[src/rtl/riscv_seq_shifter_if.sv]
// Valid/ready request and result channels of the sequential shifter.
// The master drives requests and accepts results; the slave is the shift unit.
interface riscv_seq_shifter_if #(
  parameter int unsigned XLEN    = 32,
  parameter int unsigned SHAMT_W = 5
);
  logic               in_valid;
  logic               in_ready;
  logic [XLEN-1:0]    in_data;
  logic [SHAMT_W-1:0] in_shamt;
  logic [1:0]         in_type;
  logic               out_valid;
  logic               out_ready;
  logic [XLEN-1:0]    out_data;
  logic               busy;

  modport master (
    output in_valid, in_data, in_shamt, in_type, out_ready,
    input  in_ready, out_valid, out_data, busy
  );

  modport slave (
    input  in_valid, in_data, in_shamt, in_type, out_ready,
    output in_ready, out_valid, out_data, busy
  );
endinterface

[src/rtl/riscv_seq_shifter.sv]
// Multi-cycle RV32 shifter: one power-of-two stage (16,8,4,2,1) per clock on a latched
// operand, fixed latency regardless of shift amount or type.
module riscv_seq_shifter #(
  parameter int unsigned XLEN    = 32,
  parameter int unsigned SHAMT_W = 5
) (
  input  logic                 clk,
  input  logic                 rst_n,
  riscv_seq_shifter_if.slave   bus
);

  localparam int unsigned      CNT_W      = $clog2(SHAMT_W + 1);
  localparam logic [CNT_W-1:0] LAST_STAGE = CNT_W'(SHAMT_W);
  localparam logic [SHAMT_W-1:0] FIRST_STEP = SHAMT_W'(1) << (SHAMT_W - 1);

  typedef enum logic [1:0] {
    ST_IDLE  = 2'b00,
    ST_SHIFT = 2'b01,
    ST_DONE  = 2'b10
  } state_t;

  typedef enum logic [1:0] {
    OP_SLL  = 2'b00,
    OP_SRL  = 2'b01,
    OP_SRA  = 2'b10,
    OP_PASS = 2'b11
  } op_t;

  state_t             state_q, state_d;
  logic [XLEN-1:0]    data_q, data_d;
  logic [SHAMT_W-1:0] shamt_q, shamt_d;
  op_t                op_q, op_d;
  logic [CNT_W-1:0]   stage_q, stage_d;
  logic [SHAMT_W-1:0] step_q, step_d;
  logic [XLEN-1:0]    out_data_q, out_data_d;
  logic               out_valid_q, out_valid_d;
  logic               in_ready_q, in_ready_d;
  logic               busy_q, busy_d;
  logic [XLEN-1:0]    stage_data_c;

  // One shift stage: shamt_q is consumed MSB-first, so its top bit gates the current step.
  always_comb begin
    stage_data_c = data_q;
    if (shamt_q[SHAMT_W-1]) begin
      case (op_q)
        OP_SLL:  stage_data_c = data_q << step_q;
        OP_SRL:  stage_data_c = data_q >> step_q;
        OP_SRA:  stage_data_c = $unsigned($signed(data_q) >>> step_q);
        default: stage_data_c = data_q;
      endcase
    end
  end

  // Next-state and next-output logic; status outputs follow the next state.
  always_comb begin
    state_d    = state_q;
    data_d     = data_q;
    shamt_d    = shamt_q;
    op_d       = op_q;
    stage_d    = stage_q;
    step_d     = step_q;
    out_data_d = out_data_q;

    case (state_q)
      ST_IDLE: begin
        if (bus.in_valid) begin
          data_d  = bus.in_data;
          shamt_d = bus.in_shamt;
          op_d    = op_t'(bus.in_type);
          stage_d = '0;
          step_d  = FIRST_STEP;
          state_d = ST_SHIFT;
        end
      end
      ST_SHIFT: begin
        if (stage_q == LAST_STAGE) begin
          out_data_d = data_q;
          state_d    = ST_DONE;
        end else begin
          data_d  = stage_data_c;
          shamt_d = shamt_q << 1;
          step_d  = step_q >> 1;
          stage_d = stage_q + CNT_W'(1);
        end
      end
      ST_DONE: begin
        if (bus.out_ready) begin
          state_d = ST_IDLE;
        end
      end
      default: state_d = ST_IDLE;
    endcase

    out_valid_d = (state_d == ST_DONE);
    in_ready_d  = (state_d == ST_IDLE);
    busy_d      = (state_d != ST_IDLE);
  end

  // State and output registers.
  always_ff @(posedge clk or negedge rst_n) begin
    if (!rst_n) begin
      state_q     <= ST_IDLE;
      data_q      <= '0;
      shamt_q     <= '0;
      op_q        <= OP_SLL;
      stage_q     <= '0;
      step_q      <= '0;
      out_data_q  <= '0;
      out_valid_q <= 1'b0;
      in_ready_q  <= 1'b1;
      busy_q      <= 1'b0;
    end else begin
      state_q     <= state_d;
      data_q      <= data_d;
      shamt_q     <= shamt_d;
      op_q        <= op_d;
      stage_q     <= stage_d;
      step_q      <= step_d;
      out_data_q  <= out_data_d;
      out_valid_q <= out_valid_d;
      in_ready_q  <= in_ready_d;
      busy_q      <= busy_d;
    end
  end

  assign bus.out_data  = out_data_q;
  assign bus.out_valid = out_valid_q;
  assign bus.in_ready  = in_ready_q;
  assign bus.busy      = busy_q;

endmodule

[src/flat_wrapper.sv]
// flat-port wrapper written by rule: the top's interface ports become plain ports
module riscv_seq_shifter_flat 
#(
  parameter int unsigned XLEN    = 32,
  parameter int unsigned SHAMT_W = 5
)
  (clk, rst_n, bus_in_valid, bus_in_data, bus_in_shamt, bus_in_type, bus_out_ready, bus_in_ready, bus_out_valid, bus_out_data, bus_busy);
  riscv_seq_shifter_if #(.XLEN(XLEN), .SHAMT_W(SHAMT_W)) bus_i ();
  input  logic clk;
  input  logic rst_n;
  input wire logic [$bits(bus_i.in_valid)-1:0] bus_in_valid;
  input wire logic [$bits(bus_i.in_data)-1:0] bus_in_data;
  input wire logic [$bits(bus_i.in_shamt)-1:0] bus_in_shamt;
  input wire logic [$bits(bus_i.in_type)-1:0] bus_in_type;
  input wire logic [$bits(bus_i.out_ready)-1:0] bus_out_ready;
  output wire logic [$bits(bus_i.in_ready)-1:0] bus_in_ready;
  output wire logic [$bits(bus_i.out_valid)-1:0] bus_out_valid;
  output wire logic [$bits(bus_i.out_data)-1:0] bus_out_data;
  output wire logic [$bits(bus_i.busy)-1:0] bus_busy;
  assign bus_i.in_valid = bus_in_valid;
  assign bus_i.in_data = bus_in_data;
  assign bus_i.in_shamt = bus_in_shamt;
  assign bus_i.in_type = bus_in_type;
  assign bus_i.out_ready = bus_out_ready;
  assign bus_in_ready = bus_i.in_ready;
  assign bus_out_valid = bus_i.out_valid;
  assign bus_out_data = bus_i.out_data;
  assign bus_busy = bus_i.busy;
  riscv_seq_shifter #(.XLEN(XLEN), .SHAMT_W(SHAMT_W)) u_core (.clk(clk), .rst_n(rst_n), .bus(bus_i));
endmodule
[config.mk]
export PLATFORM = sky130hd
export DESIGN_NAME = riscv_seq_shifter_flat
export DESIGN_NICKNAME = d
export VERILOG_FILES = /design/src/rtl/riscv_seq_shifter_if.sv /design/src/rtl/riscv_seq_shifter.sv /design/src/flat_wrapper.sv
export SDC_FILE = /design/constraint.sdc
export NUM_CORES = 1
export LEC_CHECK = 0
export CAP_MARGIN = 20
export CORE_UTILIZATION = 40
export DETAILED_ROUTE_END_ITERATION = 8
export SLEW_MARGIN = 20
export SYNTH_ARGS = -nofsm -noshare
export SYNTH_HDL_FRONTEND = slang
export SYNTH_SLANG_ARGS = --single-unit
export TNS_END_PERCENT = 30
[constraint.sdc]
create_clock -name clk -period 5.3 [get_ports clk]
set_input_delay 1.06 -clock clk [delete_from_list [all_inputs] [get_ports clk]]
set_output_delay 1.06 -clock clk [all_outputs]
set_load 0.01 [all_outputs]
Word level (Yosys, flattened, before mapping)
Index checks and enable logic that the tools add are counted.
Widths: inputs -> output; s select.

word-level totals
  output and inout bits = 35
  register bits after elaboration = 84

operators by class
  add/subtract/negate cells = 1
  shift-type cells = 3
  reduce and logical (&&, ||, !) cells = 9
  mux-type cells = 18
  eq/ne operators = 10

operators with widths
  kind                 number
  $mux 32              3
  $pmux 32 s3          1
  $pmux 32 s2          1
  $shl 32x5->32        1
  $shr 32x5->32        1
  $sshr 32x5->32       1
  $mux 5               4
  $pmux 5 s2           2
  $eq 2x2->1 const B   3
  $logic_not 2->1      3
  $mux 2               3
  $mux 3               2
  $pmux 2 s3           1
  $pmux 3 s2           1
  $reduce_and 5->1     1
  $eq 2x1->1 const B   2
  $ne 2x2->1 const B   2
  $ne 4x4->1 const B   1
  $reduce_and 2->1     2
  $reduce_bool 2->1    2
  $add 3x1->3 const B  1
  $eq 3x3->1 const B   1
  $reduce_and 3->1     1
  $ne 2x1->1 const B   1

Logic depth before layout (Yosys ltp)
Gate-level depths: netlist of the first run.

  depth in word-level cells = 5
  depth in mapped cells = 10
  depth with buffers taken out = 8

Worst setup path after synthesis of the first run
Ideal clock, no wire load.

  kind = input to register
  start point = input bus_in_valid
  end point = register u_core.data_q[29]
  required time = 5.174 ns
  buffers on the path = 1
  stages = 6
  setup slack = 2.792 ns
  arrival = 2.381 ns
  path through = or3b_2 clkbuf_1 o31a_1 a221o_1 a211oi_1 a21oi_1

between the ends
  longest elaborated chain between the ends = 2

RTL lines
  what                               RTL line                  text
  start: declaration                 flat_wrapper.sv:11        input wire logic [$bits(bus_i.in_valid)-1:0] bus_in_valid;
  $ne 2x2->1 (no source line)        n/a
  $reduce_and 5->1 (no source line)  n/a
  end signal: assignment             riscv_seq_shifter.sv:114  data_q <= data_d;
  end: declaration                   riscv_seq_shifter.sv:30   logic [XLEN-1:0] data_q, data_d;

Every way passes these cells.
A chain may end at the register's enable or synchronous reset.

Worst setup path after layout of the first run
  start point = register u_core.step_q[0]
  end point = register u_core.data_q[30]

between the ends
  longest elaborated chain between the ends = 5
  elaborated cells on any way between the ends = 7
  classes of those cells = shift (3); mux (4)

RTL lines
  what                                          RTL line                  text
  start: declaration                            riscv_seq_shifter.sv:34   logic [SHAMT_W-1:0] step_q, step_d;
  start signal: assignment                      riscv_seq_shifter.sv:118  step_q <= step_d;
  $sshr 32x5->32, or another cell as far along  riscv_seq_shifter.sv:48   OP_SRA: stage_data_c = $unsigned($signed(data_q) >>> step_q);
  $pmux 32 s3 (*)                               riscv_seq_shifter.sv:45   case (op_q)
  $mux 32 (*)                                   riscv_seq_shifter.sv:44   if (shamt_q[SHAMT_W-1]) begin
  $mux 32 (*)                                   riscv_seq_shifter.sv:76   if (stage_q == LAST_STAGE) begin
  $pmux 32 s2 (*)                               riscv_seq_shifter.sv:64   case (state_q)

Every way passes the cells marked *; elsewhere a longest branch is shown, timed or not. The select of a mux whose other input is x is not followed.

==> results.sh, run 1 <==
export IMPL_synth_cell_types=64
export IMPL_p_seq_share_pct=25.2
export IMPL_synth_simple_area_share_pct=14.5
export IMPL_grt_pass1_wl_um=44600
export IMPL_status="finished, final reports clean"
export IMPL_routed_wl_met3_um=3310
export IMPL_vias_per_cell=7.07
export IMPL_max_freq_ghz=0.305
export IMPL_synth_top_family_by_area="multiplexers"
export IMPL_die_w_um=137
export IMPL_fin_hold_ws_ns=0.503
export IMPL_synth_xor_area_share_pct=0.120
export IMPL_worst_r2r_path_depth=6
export IMPL_grt_pass1_vias=6817
export IMPL_gp_congestion=1.02
export IMPL_wl_um=29900
export IMPL_syn_area_mm2=0.00732
export IMPL_highest_layer="met4"
export IMPL_synth_async_reset_ratio_pct=100
export IMPL_switching_share_pct=51.7
export IMPL_cp_cell_sequence="buf_4 > mux4_2 > mux2i_1 > mux2i_1 > a2111o_1 > o221a_1"
export IMPL_wire_per_inst_um=29.5
export IMPL_clkLatencyLatePin_ns=0.36
export IMPL_worst_path_max_fanout=46
export IMPL_placed_cell_area_mm2=0.00815
export IMPL_synthTopCellsByArea="dfrtp_1 28%, mux4_2 19%, mux2_2 6.9%, mux2i_1 6.0%, o21ai_0 3.4%"
export IMPL_layout_common_cells="80 x dfrtp_1, 76 x clkdlybuf4s50_1, 65 x nand2_1"
export IMPL_initial_core_util_pct=40.7
export IMPL_power_density_mw_per_mm2=800
export IMPL_syn_mean_instance_area_um2=9.72
export IMPL_fin_skew_ns=0.0111
export IMPL_worst_pin_slew_ns=1.01
export IMPL_drt_first_iter_violations=1034
export IMPL_crit_type="reg -> reg"
export IMPL_yosys_warnings=0
export IMPL_yosysTopAreaCell="dfrtp_1"
export IMPL_detailed_place_hpwl_um=20400
export IMPL_cp_end_kind="register"
export IMPL_rsz0062_at_grt="no"
export IMPL_layout_commonest_cell="dfrtp_1"
export IMPL_syn2layout_area_growth_pct=15.6
export IMPL_slowest_stage="dfrtp_4"
export IMPL_io_buffers=77
export IMPL_synth_ff_type="dfrtp_1"
export IMPL_drt_pre_antenna_iters=6
export IMPL_die_area_mm2=0.0188
export IMPL_cpMostUsedCell="mux2i_1"
export IMPL_synth_top_cell_area_share_pct=28.4
export IMPL_p_int_uw=3270
export IMPL_peakVddDrop_v=0.000351
export IMPL_required_ns=5.55
export IMPL_finalCriticalPeriod_ns=3.28
export IMPL_p_comb_share_pct=64.6
export IMPL_antenna_found_initial=0
export IMPL_hold_class="reg -> reg"
export IMPL_drc_errors=0
export IMPL_finalSetupViolations=0
export IMPL_num_vias=7170
export IMPL_synth_compound_area_share_pct=18.4
export IMPL_slew_headroom_pct=33.0
export IMPL_final_cell_area_mm2=0.00846
export IMPL_slew_viol_final=0
export IMPL_grt_max_degree=57
export IMPL_coreArea_mm2=0.0180
export IMPL_root_buffer="clkbuf_16"
export IMPL_postCtsSetupBuffers=0
export IMPL_maxCapViolCount=0
export IMPL_drive_above_1_share_pct=20.0
export IMPL_start_kind="register"
export IMPL_critPathMaxStageDelay_ns=0.95
export IMPL_fin_tns_setup_ns=0
export IMPL_cts_sinks=84
export IMPL_clock_path_buffers=2
export IMPL_grt_usage_pct=32.9
export IMPL_synth_edf_count=0
export IMPL_p_sw_uw=3500
export IMPL_ant_nets=0
export IMPL_clkPwrFrac_pct=10.2
export IMPL_seq_area_frac_synth_pct=28.7
export IMPL_hold_depth=1
export IMPL_met1Wirelength_um=12200
export IMPL_ys_ff_latch=84
export IMPL_numCtsBuffers=9
export IMPL_syn_inst=753
export IMPL_cp_arrival_ns=3.53
export IMPL_cts_reportedPaths_clkPinSlew_ns=0.08
export IMPL_htree_levels=3
export IMPL_die_height_um=137
export IMPL_syn_num_nets=801
export IMPL_layout_nets=828
export IMPL_cts_resized_gates=0
export IMPL_holdBufCountCts=0
export IMPL_synthAdderAreaFrac_pct=0.855
export IMPL_n_antenna_cell=0
export IMPL_post_route_period_util_pct=61.8
export IMPL_wl_met2_um=12900
export IMPL_p_leak_uw=0.00320
export IMPL_gr_total_overflow=0
export IMPL_muxShareOfSynthArea_pct=31.7
export IMPL_io_pins=78
export IMPL_num_rows=49
export IMPL_hold_viol_final=0
export IMPL_cts_tree="yes"
per-layer routing:
layer / vias up / global-route usage, %
met3: 95 / 6.62
met2: 563 / 47.4
met1: 3546 / 46.9
li1: 2966 / -
met4: 0 / 16.4
met5: - / 0
state kept, by name (all words and copies together) (netlist names):
name	cells
u_core.bus.busy	1
u_core.bus.in_ready	1
u_core.bus.out_data	32
u_core.bus.out_valid	1
u_core.data_q	32
u_core.op_q	2
u_core.shamt_q	5
u_core.stage_q	3
u_core.state_q	2
u_core.step_q	5
worst paths after layout:
kind	start	to	slack, ns
max in group asynchronous	rst_n	u_core.data_q[5]	3.55
worst max register to register	u_core.step_q[0]	u_core.data_q[30]	2.02
worst min-delay path	u_core.bus.out_data[12]	u_core.bus.out_data[12]	0.50
worst max-delay path	u_core.step_q[0]	u_core.data_q[30]	2.02
worst min register to register	u_core.bus.out_data[12]	u_core.bus.out_data[12]	0.50
min in group asynchronous	rst_n	u_core.data_q[27]	0.70
cell type report:
class                           count  area, µm²
Sequential cell                    84       2110
Inverter                           12       45.0
Tap cell                          229        287
Clock inverter                      6       71.3
Fill cell                        1687       9500
Timing Repair Buffer               94        896
Multi-Input combinational cell    579       4810
Clock buffer                       10        239
through the flow:
| step | worst slack, ns | utilization (%) | instances | total power (µW) |
|---|---|---|---|---|
| floorplan | 2.79 | - | 753 | 4380 |
| global placement | 1.81 | 45.4 | 998 | 5920 |
| detailed placement | 1.78 | 45.4 | 998 | 5940 |
| CTS | 2.00 | 47.1 | 1014 | 6650 |
| global route | 1.79 | 47.1 | 1014 | 7090 |
| finish | 2.02 | 47.1 | 1014 | 6770 |
power by group through the flow:
stage | Combinational [µW] | Sequential, µW | Clock [µW]
2_1_floorplan | 3120 | 1260 | 0
3_3_place_gp | 4260 | 1660 | 0
3_5_place_dp | 4260 | 1680 | 0
4_1_cts | 4290 | 1670 | 698
5_1_grt | 4630 | 1740 | 723
6_report | 4380 | 1700 | 691
synth_stat cells, types with 16 or more instances:
master    number
dfrtp_1       83
nand2_1       65
mux4_2        61
nor2_1        52
clkbuf_1      51
o21ai_0       49
mux2_2        45
mux2i_1       44
a21oi_1       34
nor3_1        24
a211oi_1      20
nand3_1       18
a31oi_1       16
or3_1         16
cells by family (layout without fill, tap and decap cells):
| group | after synthesis | after routing |
|---|---|---|
| compound gates | 203 | 203 |
| xor+xnor | 1 | 1 |
| fa+ha+maj | 5 | 5 |
| buf+inv | 90 | 122 |
| flops | 84 | 84 |
| mux | 150 | 150 |
| simple gates | 220 | 220 |
critical path: cells and delay by family (launching register included):
family / cells / cell delay (ns)
flip-flops: 1 / 0.95
buffers and inverters: 1 / 0.50
AO/OA/AOI/OAI: 2 / 0.69
multiplexers: 3 / 0.98
No activity file was read; power rests on OpenSTA's default activity.
==> run 2, diff against run 1 <==
clock period = 3.2 ns   (was 5.3 ns; I/O delays follow)
==> run 2 against run 1 <==
Compared with the run above:
- register-to-register slack lost 1.7 ns
- non-clock buffer count grew 31
- die area is the same
- power grew 72%
- clock power grew 66%
- final cell count grew 3.1%
- combinational power grew 79%
- sequential cell count is the same
- sequential power grew 56%
- sequential share of layout area shrank 0.75 points
- setup slack lost 1.7 ns
- global-route usage grew 0.55 points
- critical path type unchanged
==> results.sh, run 2 (synthesis gave the netlist of run 1 again) <==
export IMPL_clock_path_buffers=2
export IMPL_finalSetupViolations=0
export IMPL_vias_per_cell=7.01
export IMPL_p_leak_uw=0.00336
export IMPL_cp_end_kind="register"
export IMPL_ant_nets=0
export IMPL_die_area_mm2=0.0188
export IMPL_finalPower_uw=11700
export IMPL_hold_viol_final=0
export IMPL_io_pins=78
export IMPL_max_freq_ghz=0.346
export IMPL_drt_first_iter_violations=1070
export IMPL_rsz0062_at_grt="no"
export IMPL_cts_sinks=84
export IMPL_holdBufCountCts=0
export IMPL_coreArea_mm2=0.0180
export IMPL_grt_pass1_vias=7017
export IMPL_layout_commonest_cell="dfrtp_1"
export IMPL_layout_common_cells="81 x dfrtp_1, 76 x clkdlybuf4s50_1, 65 x nand2_1"
export IMPL_finalCriticalPeriod_ns=2.89
export IMPL_slew_headroom_pct=43.1
export IMPL_gr_total_overflow=0
export IMPL_drive_above_1_share_pct=22.8
export IMPL_required_ns=3.45
export IMPL_postCtsSetupBuffers=0
export IMPL_grt_max_degree=51
export IMPL_grt_usage_pct=33.5
export IMPL_num_vias=7326
export IMPL_hold_class="in -> async"
export IMPL_cts_resized_gates=0
export IMPL_worst_path_max_fanout=31
export IMPL_n_antenna_cell=0
export IMPL_start_kind="register"
export IMPL_crit_type="reg -> reg"
export IMPL_die_height_um=137
export IMPL_antenna_found_initial=0
export IMPL_status="finished, final reports clean"
export IMPL_root_buffer="clkbuf_16"
export IMPL_initial_core_util_pct=40.7
export IMPL_drt_pre_antenna_iters=6
export IMPL_power_density_mw_per_mm2=1340
export IMPL_die_w_um=137
export IMPL_cp_arrival_ns=3.14
export IMPL_clkLatencyLatePin_ns=0.36
export IMPL_syn2layout_area_growth_pct=19.2
export IMPL_worst_pin_slew_ns=0.853
export IMPL_grt_pass1_wl_um=45300
export IMPL_fin_tns_setup_ns=0
export IMPL_post_route_period_util_pct=90.3
export IMPL_wire_per_inst_um=29.1
export IMPL_numCtsBuffers=9
export IMPL_final_cells=1045
export IMPL_layout_nets=859
export IMPL_slew_viol_final=0
export IMPL_gp_congestion=1.02
export IMPL_htree_levels=3
export IMPL_maxCapViolCount=0
export IMPL_wl_um=30400
export IMPL_drc_errors=0
export IMPL_cts_tree="yes"
export IMPL_io_buffers=77
export IMPL_fin_skew_ns=0.00918
export IMPL_dp_cells=1029
export IMPL_num_rows=49
export IMPL_peakVddDrop_v=0.000550
export IMPL_cts_reportedPaths_clkPinSlew_ns=0.07
export IMPL_detailed_place_hpwl_um=21400
==> run 2: cell types whose count changed in the layout (fill, tap and decap cells not counted), sizes merged <==
cell	before	now
clkbuf	10	9
buf	18	49
clkinvlp	2	0
inv	12	16
clkinv	3	2
==> run 2: final cells by class <==
cell class / instances / area (µm²)
clock buffer: 9 / 225
clock inverter: 7 / 78.8
fill: 1689 / 9250
inverter: 12 / 45.0
multi-input combinational: 579 / 4810
sequential: 84 / 2110
tap: 229 / 287
timing repair buffer: 125 / 1170
==> run 2: path summary, 6_finish.rpt <==
kind	startpoint	end	slack [ns]	cells after the start
hold / removal	rst_n	u_core.data_q[14]	0.32	1
setup reg to reg	u_core.step_q[0]	u_core.data_q[24]	0.31	7
hold reg to reg	u_core.bus.out_data[18]	u_core.bus.out_data[18]	0.50	2
max in group asynchronous	rst_n	u_core.bus.out_data[12]	2.21	2
min in group clk	u_core.bus.out_data[18]	u_core.bus.out_data[18]	0.50	2
setup / recovery	u_core.step_q[0]	u_core.data_q[24]	0.31	7
==> run 2: per-layer routing <==
layer | vias up | routed length [µm] | GRT usage (%)
met5 | - | 0 | 0
met4 | 0 | 1410 | 14.0
li1 | 3022 | - | -
met3 | 126 | 3860 | 8.24
met2 | 609 | 13200 | 48.9
met1 | 3569 | 12000 | 47.1
==> run 2: critical path, cell delays in order (launching register included) <==
cell	delay, ns
dfrtp_4	0.80
buf_4	0.30
mux4_2	0.55
mux2i_1	0.24
nor4b_1	0.10
nor4b_1	0.51
buf_4	0.20
o31ai_1	0.05
==> run 2: where the power goes <==
part           internal, µW  switching (µW)
logic                  3460            4400
registers              1590            1060
clock network           620             532
total                  5670            5990
==> run 2: metrics by stage <==
step	setup slack [ns]	hold slack, ns	util, %	cell area [µm²]
final	0.311	0.319	48.5	8720
after floorplan	1.07	0.344	-	7320
after CTS	0.347	0.345	48.5	8720
after global placement	0.356	0.473	46.8	8410
after detailed placement	0.373	0.486	46.8	8410
after global routing	0.186	0.373	48.5	8720
